<file path="src/rtl/pdm_cic_pkg.sv">
// pdm_cic_pkg: shared widths, full-scale and PDM bit polarity for the PDM CIC blocks
package pdm_cic_pkg;
  localparam int DEF_DW = 16;
  localparam int DEF_LOG2R = 5;
  localparam int W = DEF_DW + 2 * DEF_LOG2R;
  localparam int FS = 2 ** (DEF_DW - 1);
  localparam logic PDM_POS = 1'b0;
  localparam logic PDM_NEG = 1'b1;
endpackage

</file>
<file path="src/rtl/pdm_cic_interp_sd_mod1.sv">
// sd_mod1: first-order sigma-delta modulator, DW-bit signed level to 1-bit PDM
module sd_mod1
  import pdm_cic_pkg::*;
#(
  parameter int DW = DEF_DW
) (
  input  logic                 clk,
  input  logic                 reset,
  input  logic signed [DW-1:0] v,
  output logic                 dout
);
  localparam logic signed [DW+2:0] FSW = {4'b0001, {(DW-1){1'b0}}};
  logic signed [DW+1:0] acc;
  logic signed [DW+2:0] sum;
  logic q;
  assign q = acc[DW+1];
  assign sum = (DW+3)'(acc) + (DW+3)'(v) + (q ? FSW : -FSW);
  always_ff @(posedge clk) begin
    if (reset) begin
      acc <= '0;
      dout <= PDM_POS;
    end else begin
      acc <= sum[DW+1:0];
      dout <= q ? PDM_NEG : PDM_POS;
      assert (sum[DW+2] == sum[DW+1]);
    end
  end
endmodule

</file>
<file path="src/rtl/pdm_cic_interp.sv">
// pdm_cic_interp: PCM sample in, 2-stage CIC x2^LOG2R interpolation, 1-bit PDM out
module pdm_cic_interp
  import pdm_cic_pkg::*;
#(
  parameter int DW = DEF_DW,
  parameter int LOG2R = DEF_LOG2R
) (
  input  logic                 clk,
  input  logic                 reset,
  input  logic signed [DW-1:0] din,
  input  logic                 din_valid,
  output logic                 din_ready,
  output logic                 dout,
  output logic                 underrun
);
  localparam int IW = DW + 2 * LOG2R;
  logic [LOG2R-1:0] phase;
  logic signed [DW-1:0] hold, last, v;
  logic hold_full, frame, xfer;
  logic signed [IW-1:0] x, x_prev, c1, c1_prev, c2, u, i1, i2, i2_s;
  assign din_ready = !hold_full;
  assign xfer = din_valid && din_ready;
  assign frame = phase == '0;
  assign x = hold_full ? IW'(hold) : IW'(last);
  assign u = phase == LOG2R'(1) ? c2 : '0;
  assign i2_s = i2 >>> LOG2R;
  // clamp the rescaled integrator to the DW-bit modulator range
  assign v = (&i2_s[IW-1:DW-1] || ~|i2_s[IW-1:DW-1]) ? i2_s[DW-1:0]
           : {i2_s[IW-1], {(DW-1){~i2_s[IW-1]}}};
  always_ff @(posedge clk) begin
    if (reset) begin
      phase <= '0;
      hold <= '0;
      hold_full <= 1'b0;
      last <= '0;
      underrun <= 1'b0;
      x_prev <= '0;
      c1 <= '0;
      c1_prev <= '0;
      c2 <= '0;
      i1 <= '0;
      i2 <= '0;
    end else begin
      phase <= phase + LOG2R'(1);
      if (xfer) hold <= din;
      hold_full <= xfer || (hold_full && !frame);
      underrun <= frame && !hold_full;
      if (frame) begin
        if (hold_full) last <= hold;
        c1 <= x - x_prev;
        x_prev <= x;
        c2 <= c1 - c1_prev;
        c1_prev <= c1;
      end
      i1 <= i1 + u;
      i2 <= i2 + i1;
    end
  end
  sd_mod1 #(.DW(DW)) u_sd (
    .clk(clk),
    .reset(reset),
    .v(v),
    .dout(dout)
  );
endmodule

</file>
<file path="config.mk">
export PLATFORM = sky130hd
export DESIGN_NAME = pdm_cic_interp
export DESIGN_NICKNAME = d
export VERILOG_FILES = /design/src/rtl/pdm_cic_pkg.sv /design/src/rtl/pdm_cic_interp_sd_mod1.sv /design/src/rtl/pdm_cic_interp.sv
export SDC_FILE = /design/constraint.sdc
export NUM_CORES = 1
export LEC_CHECK = 0
export BUFFER_PORTS_ARGS = -buffer_cell sky130_fd_sc_hd__buf_2
export CORE_ASPECT_RATIO = 0.6
export CORE_MARGIN = 2
export CORE_UTILIZATION = 61
export DETAILED_ROUTE_END_ITERATION = 8
export PLACE_DENSITY = 0.89
export SETUP_SLACK_MARGIN = 0.15
export SYNTH_ARGS = -nofsm -noshare
export SYNTH_HDL_FRONTEND = slang
export SYNTH_SLANG_ARGS = --single-unit
export TNS_END_PERCENT = 1
</file>
<file path="constraint.sdc">
create_clock -name clk -period 5 [get_ports clk]
set_clock_uncertainty 0.1 [all_clocks]
set_input_delay 0.5 -clock clk [delete_from_list [all_inputs] [get_ports clk]]
set_output_delay 0.5 -clock clk [all_outputs]
set_load 0.005 [all_outputs]
</file>
==> flow_metrics.py <==
metrics = {
    "power": {
        "power.internal_mw": 4.17,
        "p_comb_share_pct": 46.5,
        "power.static_leakage_nw": 5.92,
        "switching_power_mw": 2.68,
        "ir_drop_v": 0.000256,
        "power_mw": 6.85,
        "power.density_mw_per_mm2": 511,
        "p_seq_share_pct": 30.8,
        "clock_power_share_pct": 22.7,
        "switching_share_pct": 39.1,
    },
    "yosys": {
        "ys_warn_count": 0,
        "synth.distinct_cells": 67,
        "synthMuxAreaShare_pct": 2.03,
        "synth_edf_count": 0,
        "syn_avg_cell_area_um2": 7.99,
        "synth_fa_ha_area_share_pct": 13.6,
        "async_reset_ff_share_pct": 0,
        "synth-compound-area-share_pct": 21.7,
        "syn_nets": 1712,
        "synth_most_common_cell": "nand2_1",
        "synth_area_leaders": "dfxtp_1 (33%), ha_1 (13%), nand2_1 (6.8%)",
        "yosys.area.top_type": "dfxtp_1",
        "synth_top_family_by_area": "compound AO/OA/AOI/OAI gates",
        "yosys_most_used_dff": "dfxtp_1",
        "synth_xor_area_share_pct": 4.42,
        "synth_top_area_share_pct": 32.7,
        "ys_ff_latch": 204,
        "synthTopCellsByCount": "nand2_1 (226), dfxtp_1 (204), a21oi_1 (169), nor2_1 (139), ha_1 (126)",
        "synth_simple_gate_area_share_pct": 21.0,
        "synth_cells": 1561,
        "synth_area_mm2": 0.0125,
        "seq_area_frac_synth_pct": 32.7,
    },
    "clock_tree": {
        "hold_buffers": 0,
        "post_cts_resized": 0,
        "htree_levels": 1,
        "root_buffer": "clkbuf_16",
        "clk_path_buf_depth": 3,
        "cts_tree": "yes",
        "cts_setup_buffers": 0,
        "clk_pin_slew_ns": 0.07,
        "worstSkewPairLatency_ns": 0.50,
        "numCtsBuffers": 20,
        "numClockSinks": 204,
    },
    "drt": {
        "viasPerCell": 6.06,
        "vias": 11100,
        "wl_per_cell_um": 16.0,
        "antenna_left": 0,
        "first_pass_iters": 5,
        "totalWireLength_mm": 29.2,
        "drt_iter0_drc": 1001,
        "drc": 0,
    },
    "placed_design": {
        "numPortBuffers": 21,
        "place_ws_ns": 0.739,
        "hpwlAfterDp_mm": 20.3,
        "place_congestion": 0.916,
    },
    "worst_setup_path": {
        "worst_setup_path_end_kind": "flip-flop",
        "worst-path-max-fanout": 25,
        "crit_required_ns": 5.25,
        "worstPathArrival_ns": 4.59,
        "start_kind": "flip-flop",
        "path_class": "flip-flop to flip-flop",
    },
    "floorplan": {
        "die_h_um": 115,
        "fp.dieW_um": 189,
        "die_area_mm2": 0.0216,
        "ioPinCount": 22,
        "start_util_pct": 62.3,
        "num_rows": 40,
        "core_area_mm2": 0.0200,
    },
    "hold_path": {
        "hold_class": "input pin to flip-flop",
    },
    "timing": {
        "setup_viol": 0,
        "rsz0062_at_grt": "false",
        "period_share_pct": 86.9,
        "fmax_mhz": 230,
        "setup_tns_ns": 0,
        "drv_slew": 0,
        "tightest_slew_ns": 1.20,
        "setup_ws_ns": 0.653,
        "hold_viol": 0,
        "slew_headroom_pct": 19.9,
        "final.min_clock_period_ns": 4.35,
    },
    "layout": {
        "drive_above_1_share_pct": 6.62,
        "antenna_cells": 0,
        "nets": 1695,
        "fillers": 1587,
        "multi_input_area_mm2": 0.00784,
        "final_util_pct": 67.0,
        "syn_to_final_growth_pct": 7.48,
        "seqCellArea_mm2": 0.00408,
    },
    "flow_run": {
        "maxCapViolations": 0,
    },
    "global_route": {
        "grt_pass1_wl_mm": 50.5,
        "gr-max-usage-layer": "met2",
        "antenna_found_initial": 0,
        "grt_max_degree": 93,
        "met2_usage_pct": 44.3,
        "grt.total_usage_pct": 27.5,
        "gr-usage-met3_pct": 3.72,
        "overflow": 0,
        "grtUsageMet1_pct": 39.8,
        "first_global_vias": 10500,
    },
    "run_status": {
        "status": "finished, final reports clean",
    },
}
flip-flops by register name, indices dropped and copies added, names as in the netlist, 18 cells and up:
| name | count |
|---|---|
| c1_prev | 26 |
| c2 | 26 |
| i2 | 26 |
| u_sd.acc | 18 |
| c1 | 26 |
| i1 | 26 |
placed cells by master, fill, tap and decap left out, types with 4 or more instances in the layout:
cell type    n
o21ai_1      4
nand2_1    225
ha_1       126
xnor2_1     34
nor3_1      33
nand3b_1     4
buf_4        9
nand3_1     38
mux2i_1      5
o21bai_1     8
and3_1      35
a21oi_1    169
nor2b_1     25
o21a_1      26
mux2_2      18
a211oi_1    21
a21o_1      64
o211ai_1    10
and2_1       6
clkbuf_16   21
dfxtp_1    204
clkinv_2     5
a31oi_1     15
xor2_1      29
nand4_1     12
nor4b_1     10
or3_1       11
o31a_1       4
nor2_1     139
o31ai_1     10
nand2b_1    10
inv_1       81
o21ai_0     50
buf_2       20
fa_1         6
cell families after synthesis:
logic type	after synthesis
simple gates	569
compound gates	420
flops	204
buf+inv	150
fa+ha+maj	132
xor+xnor	63
mux	23
power groups by stage:
stage / Combinational [mW] / Sequential (mW) / Clock, mW
2_1_floorplan: 2.51 / 2.07 / 0
3_3_place_gp: 2.93 / 2.13 / 0
3_5_place_dp: 3.10 / 2.14 / 0
4_1_cts: 3.14 / 2.10 / 1.57
5_1_grt: 3.58 / 2.14 / 1.64
6_report: 3.19 / 2.11 / 1.56
per-stage QoR:
step	cell area [um^2]	hold slack, ns	cells
CTS	13400	0.118	1829
floorplan	12500	0.327	1561
global placement	12700	0.338	1795
global route	13400	0.138	1829
finish	13400	0.127	1829
detailed placement	12700	0.344	1795
critical path, stage by stage, from the launching register on:
cell,delay (ns)
dfxtp_1,0.41
ha_1,0.66
and3_1,0.28
ha_1,0.21
inv_1,0.08
fa_1,0.39
nor2b_1,0.27
o31ai_1,0.15
a211oi_1,0.42
o31ai_1,0.23
o31ai_1,0.53
o41ai_2,0.17
mux2i_1,0.16
o311ai_0,0.14
per-layer routing:
metal	vias to the layer above	part of all wire [%]
met3	57	6.5
met4	0	1.9
met2	356	44
li1	5468	-
met1	5204	48
met5	-	0
cell type report:
class                           instances  share of cell area, %
Timing Repair Buffer                   30                   1.33
Sequential cell                       204                   30.5
Tap cell                              273                   2.55
Clock buffer                           24                   4.15
Multi-Input combinational cell       1207                   58.4
Clock inverter                         10                  0.802
Inverter                               81                   2.27
final timing paths:
path         cells after the start       to  slack, ns     start
max reg2reg                     13   i1[24]       0.65  phase[0]
max                             13   i1[24]       0.65  phase[0]
min reg2reg                      2   c2[13]       0.35    c2[13]
min                              3  hold[3]       0.13    din[3]
Note: power is estimated with default switching activity, not from simulation.
